<file path="src/rtl/crossbar_arb_pkg.sv">
// -----------------------------------------------------------------------------
// crossbar_arb_pkg
// Shared types and sizing helpers for the crossbar output arbiters.
//   arb_state_t  : arbiter ownership state (IDLE = no owner, BUSY = locked).
//   calc_idw()   : width of a requester index for N requesters (at least 1).
//   calc_cw()    : width of a beat counter that must hold 0..MAX_BEATS (at least 1).
//   onehot2idx() : binary index of a one-hot vector (0 for an all-zero vector).
// -----------------------------------------------------------------------------
package crossbar_arb_pkg;

    typedef enum logic {
        IDLE = 1'b0,
        BUSY = 1'b1
    } arb_state_t;

    // Widest one-hot vector onehot2idx accepts; callers zero-extend.
    localparam int ONEHOT_MAX_W = 64;

    function automatic int calc_idw(input int n);
        return (n <= 2) ? 1 : $clog2(n);
    endfunction

    function automatic int calc_cw(input int max_beats);
        return (max_beats <= 1) ? 1 : $clog2(max_beats + 1);
    endfunction

    // OR-ing the indices of the set bits is exact for a one-hot input and
    // needs no priority chain.
    function automatic int unsigned onehot2idx(input logic [ONEHOT_MAX_W-1:0] oh);
        int unsigned idx;
        idx = 0;
        for (int i = 0; i < ONEHOT_MAX_W; i++) begin
            if (oh[i]) begin
                idx = idx | unsigned'(i);
            end
        end
        return idx;
    endfunction

endpackage

</file>
<file path="src/rtl/rr_priority_pick.sv">
// -----------------------------------------------------------------------------
// rr_priority_pick
// Combinational round-robin pick: searches req starting at index ptr and
// moving upward, wrapping modulo N; the first set bit wins.
// Ports:
//   req       [N]   request vector
//   ptr       [IDW] index where the search starts (must be < N)
//   win_id    [IDW] index of the winning requester (0 when none)
//   win_valid [1]   at least one request is set
// -----------------------------------------------------------------------------
module rr_priority_pick
    import crossbar_arb_pkg::*;
#(
    parameter int N   = 4,
    parameter int IDW = calc_idw(N)
) (
    input  logic [N-1:0]   req,
    input  logic [IDW-1:0] ptr,
    output logic [IDW-1:0] win_id,
    output logic           win_valid
);

    // cand_id[k] is the requester visited k-th in the search order; rot[k]
    // is its request bit. The wrap is an explicit subtraction of N so that a
    // non-power-of-two N never relies on bit-width overflow.
    logic [IDW-1:0] cand_id [N];
    logic [N-1:0]   rot;

    for (genvar gi = 0; gi < N; gi++) begin : g_cand
        logic [IDW:0] sum;
        assign sum         = {1'b0, ptr} + (IDW+1)'(gi);
        assign cand_id[gi] = (sum >= (IDW+1)'(N)) ? IDW'(sum - (IDW+1)'(N)) : sum[IDW-1:0];
        assign rot[gi]     = req[cand_id[gi]];
    end

    // Scan from the far end so the lowest search position is written last.
    always_comb begin
        win_valid = 1'b0;
        win_id    = '0;
        for (int k = N - 1; k >= 0; k--) begin
            if (rot[k]) begin
                win_valid = 1'b1;
                win_id    = cand_id[k];
            end
        end
    end

endmodule

</file>
<file path="src/rtl/rr_arbiter_lock.sv">
// -----------------------------------------------------------------------------
// rr_arbiter_lock
// Round-robin arbiter for one crossbar output. A grant is held for a whole
// packet (until the owner's last beat), for at most MAX_BEATS accepted beats
// (0 = unlimited), or until the owner drops its request. On release the next
// owner is picked in the same cycle, so handover has no bubble.
// Ports:
//   clock       [1]   rising-edge clock
//   reset_n     [1]   asynchronous active-low reset
//   request     [N]   per-requester request, held high for the whole packet
//   last        [N]   per-requester end-of-packet flag, qualified by a beat
//   ready       [1]   downstream accepts the current beat
//   grant       [N]   registered one-hot grant (or zero)
//   grant_id    [IDW] binary index of the owner (0 when no grant)
//   grant_valid [1]   OR of grant
//   beat_cnt    [CW]  beats accepted in the current grant
// -----------------------------------------------------------------------------
module rr_arbiter_lock
    import crossbar_arb_pkg::*;
#(
    parameter  int N         = 4,
    parameter  int MAX_BEATS = 16,
    parameter  int IDW       = calc_idw(N),
    localparam int CW        = calc_cw(MAX_BEATS)
) (
    input  logic           clock,
    input  logic           reset_n,
    input  logic [N-1:0]   request,
    input  logic [N-1:0]   last,
    input  logic           ready,
    output logic [N-1:0]   grant,
    output logic [IDW-1:0] grant_id,
    output logic           grant_valid,
    output logic [CW-1:0]  beat_cnt
);

    localparam logic [CW-1:0] CNT_MAX = (MAX_BEATS == 0) ? {CW{1'b1}} : CW'(MAX_BEATS);

    arb_state_t     state_reg;
    logic [IDW-1:0] ptr_reg;
    logic [N-1:0]   grant_reg;
    logic [IDW-1:0] grant_id_reg;
    logic [CW-1:0]  beat_cnt_reg;

    logic [IDW-1:0] win_id;
    logic           win_valid;
    logic [IDW-1:0] ptr_next;
    logic           owner_req;
    logic           owner_last;
    logic           beat;
    logic [CW:0]    cnt_plus1;
    logic           quota_hit;
    logic           release_now;

    // The pick always uses the registered pointer; in BUSY that pointer is
    // already one past the owner, so the owner is searched last and only
    // wins again when nobody else is requesting.
    rr_priority_pick #(
        .N   (N),
        .IDW (IDW)
    ) u_pick (
        .req       (request),
        .ptr       (ptr_reg),
        .win_id    (win_id),
        .win_valid (win_valid)
    );

    assign owner_req  = request[grant_id_reg];
    assign owner_last = last[grant_id_reg];
    assign beat       = (state_reg == BUSY) && owner_req && ready;
    assign cnt_plus1  = {1'b0, beat_cnt_reg} + (CW+1)'(1);
    assign quota_hit  = (MAX_BEATS != 0) && beat && (cnt_plus1 == (CW+1)'(MAX_BEATS));

    // Dropping the request releases even while stalled; last and quota only
    // release on an accepted beat.
    assign release_now = (state_reg == BUSY) &&
                         ((beat && owner_last) || quota_hit || !owner_req);

    assign ptr_next = (win_id == IDW'(N - 1)) ? '0 : win_id + IDW'(1);

    always_ff @(posedge clock or negedge reset_n) begin
        if (!reset_n) begin
            state_reg    <= IDLE;
            ptr_reg      <= '0;
            grant_reg    <= '0;
            grant_id_reg <= '0;
            beat_cnt_reg <= '0;
        end else if (state_reg == IDLE || release_now) begin
            beat_cnt_reg <= '0;
            if (win_valid) begin
                state_reg    <= BUSY;
                grant_reg    <= N'(1) << win_id;
                grant_id_reg <= win_id;
                ptr_reg      <= ptr_next;
            end else begin
                state_reg    <= IDLE;
                grant_reg    <= '0;
                grant_id_reg <= '0;
            end
        end else if (beat && (beat_cnt_reg != CNT_MAX)) begin
            beat_cnt_reg <= beat_cnt_reg + CW'(1);
        end
    end

    assign grant       = grant_reg;
    assign grant_id    = grant_id_reg;
    assign grant_valid = |grant_reg;
    assign beat_cnt    = beat_cnt_reg;

endmodule
</file>
<file path="config.mk">
export PLATFORM = sky130hd
export DESIGN_NAME = rr_arbiter_lock
export DESIGN_NICKNAME = d
export VERILOG_FILES = /design/src/rtl/crossbar_arb_pkg.sv /design/src/rtl/rr_priority_pick.sv /design/src/rtl/rr_arbiter_lock.sv
export SDC_FILE = /design/constraint.sdc
export NUM_CORES = 1
export LEC_CHECK = 0
export ABC_AREA = 1
export CELL_PAD_IN_SITES_DETAIL_PLACEMENT = 1
export CELL_PAD_IN_SITES_GLOBAL_PLACEMENT = 1
export CORE_MARGIN = 2
export CORE_UTILIZATION = 37
export DETAILED_ROUTE_END_ITERATION = 10
export PLACE_DENSITY_LB_ADDON = 0.3
export RECOVER_POWER = 25
export SYNTH_ARGS = -nofsm -noshare
export SYNTH_HDL_FRONTEND = slang
export SYNTH_SLANG_ARGS = --single-unit
</file>
<file path="constraint.sdc">
create_clock -name clock -period 1.9 [get_ports clock]
set_input_delay 0.19 -clock clock [delete_from_list [all_inputs] [get_ports clock]]
set_output_delay 0.19 -clock clock [all_outputs]
set_load 0.05 [all_outputs]
</file>
Word-level counts from Yosys, hierarchy flattened

Index checks and enable logic that the tools add are counted.

Register bits: 14
Bits in latches: 0
Memory bits (writable): 0
ROM bits: 0
Input bits: 11
Output and inout bits: 12
Memories: 0

$add $sub $neg: 10
$mul: 0
Divide/modulo/power cells: 0
Order comparisons: 9
Equality and inequality tests: 3
Shift operators: 1
Mux-type cells: 30
Bitwise gates (word level): 1
Reductions and logical operators: 13

Operator list:

| cell                                                                                 | number |
|---|---|
| 2-bit 2-to-1 mux                                                                     | 10 |
| 2-bit by 3-bit < comparator with 1-bit output (second input constant)                | 5 |
| 1-bit binary-select mux with 2-bit select                                            | 6 |
| 1-bit 2-to-1 mux                                                                     | 11 |
| 5-bit 2-to-1 mux                                                                     | 2 |
| 3-bit greater-or-equal comparator (second input constant)                            | 3 |
| 2-bit by 1-bit subtractor with 2-bit output (second input constant)                  | 4 |
| 2-bit by 2-bit adder with 3-bit output (second input constant)                       | 2 |
| 5-bit by 1-bit adder with 6-bit output (second input constant)                       | 1 |
| 6-bit by 5-bit equality test with 1-bit output (second input constant)               | 1 |
| 1-bit logical AND                                                                    | 6 |
| 5-bit by 1-bit adder with 5-bit output (second input constant)                       | 1 |
| 5-bit != test (second input constant)                                                | 1 |
| 4-bit 2-to-1 mux                                                                     | 1 |
| 4-bit OR reduction                                                                   | 1 |
| 1-bit by 2-bit << shifter with 4-bit output (first input constant)                   | 1 |
| 2-bit by 1-bit adder with 3-bit output (second input constant)                       | 1 |
| 2-bit by 3-bit greater-or-equal comparator with 1-bit output (second input constant) | 1 |
| 1-bit logical OR                                                                     | 3 |
| 2-bit by 1-bit adder with 2-bit output (second input constant)                       | 1 |
| 2-bit equality test (second input constant)                                          | 1 |
| 2-bit AND reduction                                                                  | 1 |
| 2-bit nonzero test                                                                   | 1 |
| 1-bit logical NOT                                                                    | 1 |
| 1-bit inverter                                                                       | 1 |

Logic depth before layout (Yosys ltp)

Word-level depth: 11
Depth in mapped cells: 13
Depth with buffers taken out: 12

Modules after synthesis

From an unflattened synthesis, not the netlist that was laid out.

Cell total of the unflattened synthesis: 153
Area total of the unflattened synthesis: 1102.3 µm²

By module, submodules not included:

| module           | times used | cells each | area each (µm²) | sequential area each (µm²) |
|---|---|---|---|---|
| rr_arbiter_lock  | 1          | 109        | 877.1           | 350.3 |
| rr_priority_pick | 1          | 44         | 225.2           | 0.0 |

Worst setup path before layout

No wires, ideal clock.

Kind: register -> register
From: register beat_cnt_reg[0] (netlist: beat_cnt[0])
To: register grant_id_reg[0] (netlist: grant_id[0])
Library setup time: 116 ps
Data arrival time: 1747 ps
Path slack: 37 ps
Cell stages (with the launch flop): 12
Path buffers: 1
Clock period less this slack: 1863 ps
Path through: dfrtp_1 > ha_1 > nand3_1 > nand2_1 > nand2_1 > nand3_1 > nand2_1 > nand2_2 > nand2_4 > buf_12 > nand2_1 > nand2_1

Cells in the longest elaborated chain, start to end: 7

RTL lines:

| element                                        | line                   | text |
|---|---|---|
| start, declared                                | rr_arbiter_lock.sv:43  | `logic [CW-1:0] beat_cnt_reg;` |
| start signal, assigned                         | rr_arbiter_lock.sv:101 | `beat_cnt_reg <= beat_cnt_reg + CW'(1);` |
| 5-bit by 1-bit adder with 6-bit output         | rr_arbiter_lock.sv:71  | `assign cnt_plus1 = {1'b0, beat_cnt_reg} + (CW+1)'(1);` |
| 6-bit by 5-bit equality test with 1-bit output | rr_arbiter_lock.sv:72  | `assign quota_hit = (MAX_BEATS != 0) && beat && (cnt_plus1 == (CW+1)'(MAX_BEATS));` |
| 1-bit logical AND                              | rr_arbiter_lock.sv:72  |  |
| 1-bit logical OR (2 in series)                 | rr_arbiter_lock.sv:77  | `((beat && owner_last) \|\| quota_hit \|\| !owner_req);` |
| 1-bit logical AND                              | rr_arbiter_lock.sv:76  | `assign release_now = (state_reg == BUSY) &&` |
| 1-bit logical OR                               | rr_arbiter_lock.sv:88  | `end else if (state_reg == IDLE \|\| release_now) begin` |
| end signal, assigned                           | rr_arbiter_lock.sv:93  | `grant_id_reg <= win_id;` |
| end, declared                                  | rr_arbiter_lock.sv:42  | `logic [IDW-1:0] grant_id_reg;` |

No other way between the ends.
A chain may end at the register's enable or synchronous reset.

Final worst setup path

From: register beat_cnt_reg[2] (netlist: beat_cnt[2])
To: output port beat_cnt[2]

RTL lines:

| element       | line                  | text |
|---|---|---|
| end, declared | rr_arbiter_lock.sv:34 | `output logic [CW-1:0] beat_cnt` |

No word-level cell between the ends.

==> results.md <==
- Power density cells: 1820 nW/µm²
- 1st-iter DRT viols: 36
- Final number of setup-violating endpoints: 0
- Post-DRT Antenna Nets: 0
- Clock buffer depth: 2
- Detailed Routing Iterations Pass 1: 4
- Net Sw Frac: 52.5%
- Pleak: 0.000761 µW
- Yosys reg bits: 14
- IO buf count: 22
- CP max FO: 8
- Die ar.: 3590 µm²
- Buf/Inv on CP: 1
- Overflow after GRT: 0
- Hold Fails Final Rpt: 0
- Clock power share: 7.7%
- Fraction of registers with async set/reset: 100%
- # IOs: 23
- Synth area leaders: dfrtp_1 30%, nand2_1 15%, ha_1 7.6%
- Slowest CP cell: clkdlybuf4s50_1
- Initial antenna violation count: 0
- Ant. Diodes: 0
- Vias in the first global route: 1,146
- Sink Count: 14
- NumNets Final: 211
- Reg2Reg Launch Point: ptr_reg[0]
- Pwr Total: 2810 µW
- Status: finished clean
- Wire per inst: 13.5 µm
- # H-tree levels: 1
- Top-count cell post-synth: nand2_1
- P_sw: 1480 µW
- Max-slew headroom: 56.7%
- Cell family with most CP delay: buffers and inverters
- Via count: 1,135
- Synthesized cell area: 1160 µm²
- Starting Density: 38.5%
- Site Rows: 20
- Worst Clk Skew: 0.00298 ns
- Worst R2R End: ptr_reg[1]
- Area leader, netlist: dfrtp_1
- Worst path max stage delay: 0.85 ns
- Worst hold margin: 0.368 ns
- Pin count of the biggest net entering global routing: 16
- Gr usage total: 18.3%
- Fin. max-slew vios: 0
- Worst Path Arrival: 1.64 ns
- GPL Wtd Cong: 0.836
- First-pass GRT wire length: 5.05 mm
- Sequential share of the synthesized area: 30.3%
- Setup_tns: 0 ns
- EDFF count, synth: 0
- Worst R2R Path Depth: 12
- Max reg flops: 5
- Clock Latency Late Sink: 0.28 ns
- Final period util: 96.2%
- Final min period: 1.83 ns
- Critical Path End Type: output port
- Die W: 59.9 µm
- Post-Route WL: 3.04 mm
- Syn avg cell area: 7.46 µm²
- Hold-fix buffers, CTS: 0
- Worst Setup SP: beat_cnt[2]
- Yosys cell types: 27
- TritonCTS Buffers: 3
- Final Core Density: 51.5%
- Die height: 59.9 µm
- Critical Path, Cell by Cell: clkdlybuf4s50_1
- Crit start category: flop
- Max Clk Rate: 547 MHz
- Comb power frac: 73.7%
- TritonCTS clock tree: built
- Worst Hold Class: input port to async pin
- CTS clock-pin slew for the worst setup and hold paths: 0.09 ns
- Remaining routing DRC violations: 0
- Reg2reg setup slack: 0.12 ns
- Synth-to-Final Area Change: 33.7%
- Power share of the sequential group: 18.6%
- Fillers: 374
- Max-cap viol count: 0
- Worst path required time: 1.71 ns
- Gate Count Post-Synth: 155
- Main synth FF type: dfrtp_1
- HPWL after DPL: 2.35 mm
- Placed inst area: 1450 µm²
- Design area: 1550 µm²
- Vias per cell: 5.04
- Top-area cell type share of the netlist area: 30.3%
- Root Buffer: clkbuf_4
- Synth top cells by count: 46 x nand2_1, 14 x dfrtp_1, 14 x nand2_2, 14 x nand3_1, 13 x inv_1
- Pint: 1340 µW
- Syn_nets: 173
- Layout cells sized above 1: 31.3%
- WS Path Type: flop to output port
- Worst Tran Pin Value: 0.648 ns
- Yosys warns: 0
- CORE AREA: 3000 µm²
- Peak supply drop: 0.000786 V
## power groups by stage
stage	Sequential (µW)	Combinational (µW)	Clock, µW
4_1_cts	540	1900	222
2_1_floorplan	700	1290	0
5_1_grt	540	2300	236
3_3_place_gp	539	1820	0
6_report	522	2070	217
3_5_place_dp	544	1880	0
## placed cells by master, fill, tap and decap left out, drive strengths merged
cell	netlist	routed
nand2	61	61
o211ai	3	3
a21oi	6	6
dlygate4sd3	0	1
clkinv	1	1
nand4	3	3
ha	7	7
nand3	19	19
or2	1	1
buf	3	16
or4	1	1
a21boi	1	1
dfrtp	14	14
clkdlybuf4s50	0	19
o21ai	6	6
xor2	1	1
inv	19	19
clkbuf	0	4
nor2	9	9
## metal layers
metal | GRT usage [%] | vias up | wire length (µm)
li1 | - | 569 | -
met1 | 23.8 | 542 | 1360
met2 | 33.1 | 20 | 1560
met3 | 1.52 | 4 | 74
met4 | 3.81 | 0 | 44
met5 | 0 | - | 0
## worst max-delay path by stage
stage,end,slack (ns),cells past startpoint
after floorplan,grant_id[0],0.04,11
after global placement,ptr_reg[1],-0.06,11
after detailed placement,ptr_reg[1],-0.13,11
after CTS,ptr_reg[1],0.01,12
after global routing,ptr_reg[1],-0.02,12
final,beat_cnt[2],0.07,1
## timing repair
action / 4_1_cts / 5_1_grt
gates resized for setup: 0 / 9
setup buffers: 0 / 4
setup endpoints to repair: 0 / 4
## cells by family (layout without fill, tap and decap cells)
group	Yosys count	after routing	synth area share (%)
simple gates	94	94	42.2
buf+inv	23	60	10.4
compound gates	16	16	8.77
flops	14	14	30.3
fa+ha+maj	7	7	7.58
xor+xnor	1	1	0.758
## cell type report
cell class	instances	area [µm²]	area share [%]
sequential	14	353	22.8
inverter	20	77.6	5.02
clock buffer	4	36.3	2.35
multi-input combinational	118	701	45.3
tap	33	41.3	2.67
timing repair buffer	36	337	21.8
## through the flow
| step | cells | worst slack (ns) |
|---|---|---|
| detailed placement | 217 | -0.127 |
| finish | 225 | 0.0728 |
| global route | 225 | -0.0235 |
| global placement | 217 | -0.0556 |
| CTS | 221 | 0.0106 |
| floorplan | 155 | 0.0365 |
No activity file was read; power rests on OpenSTA's default activity.
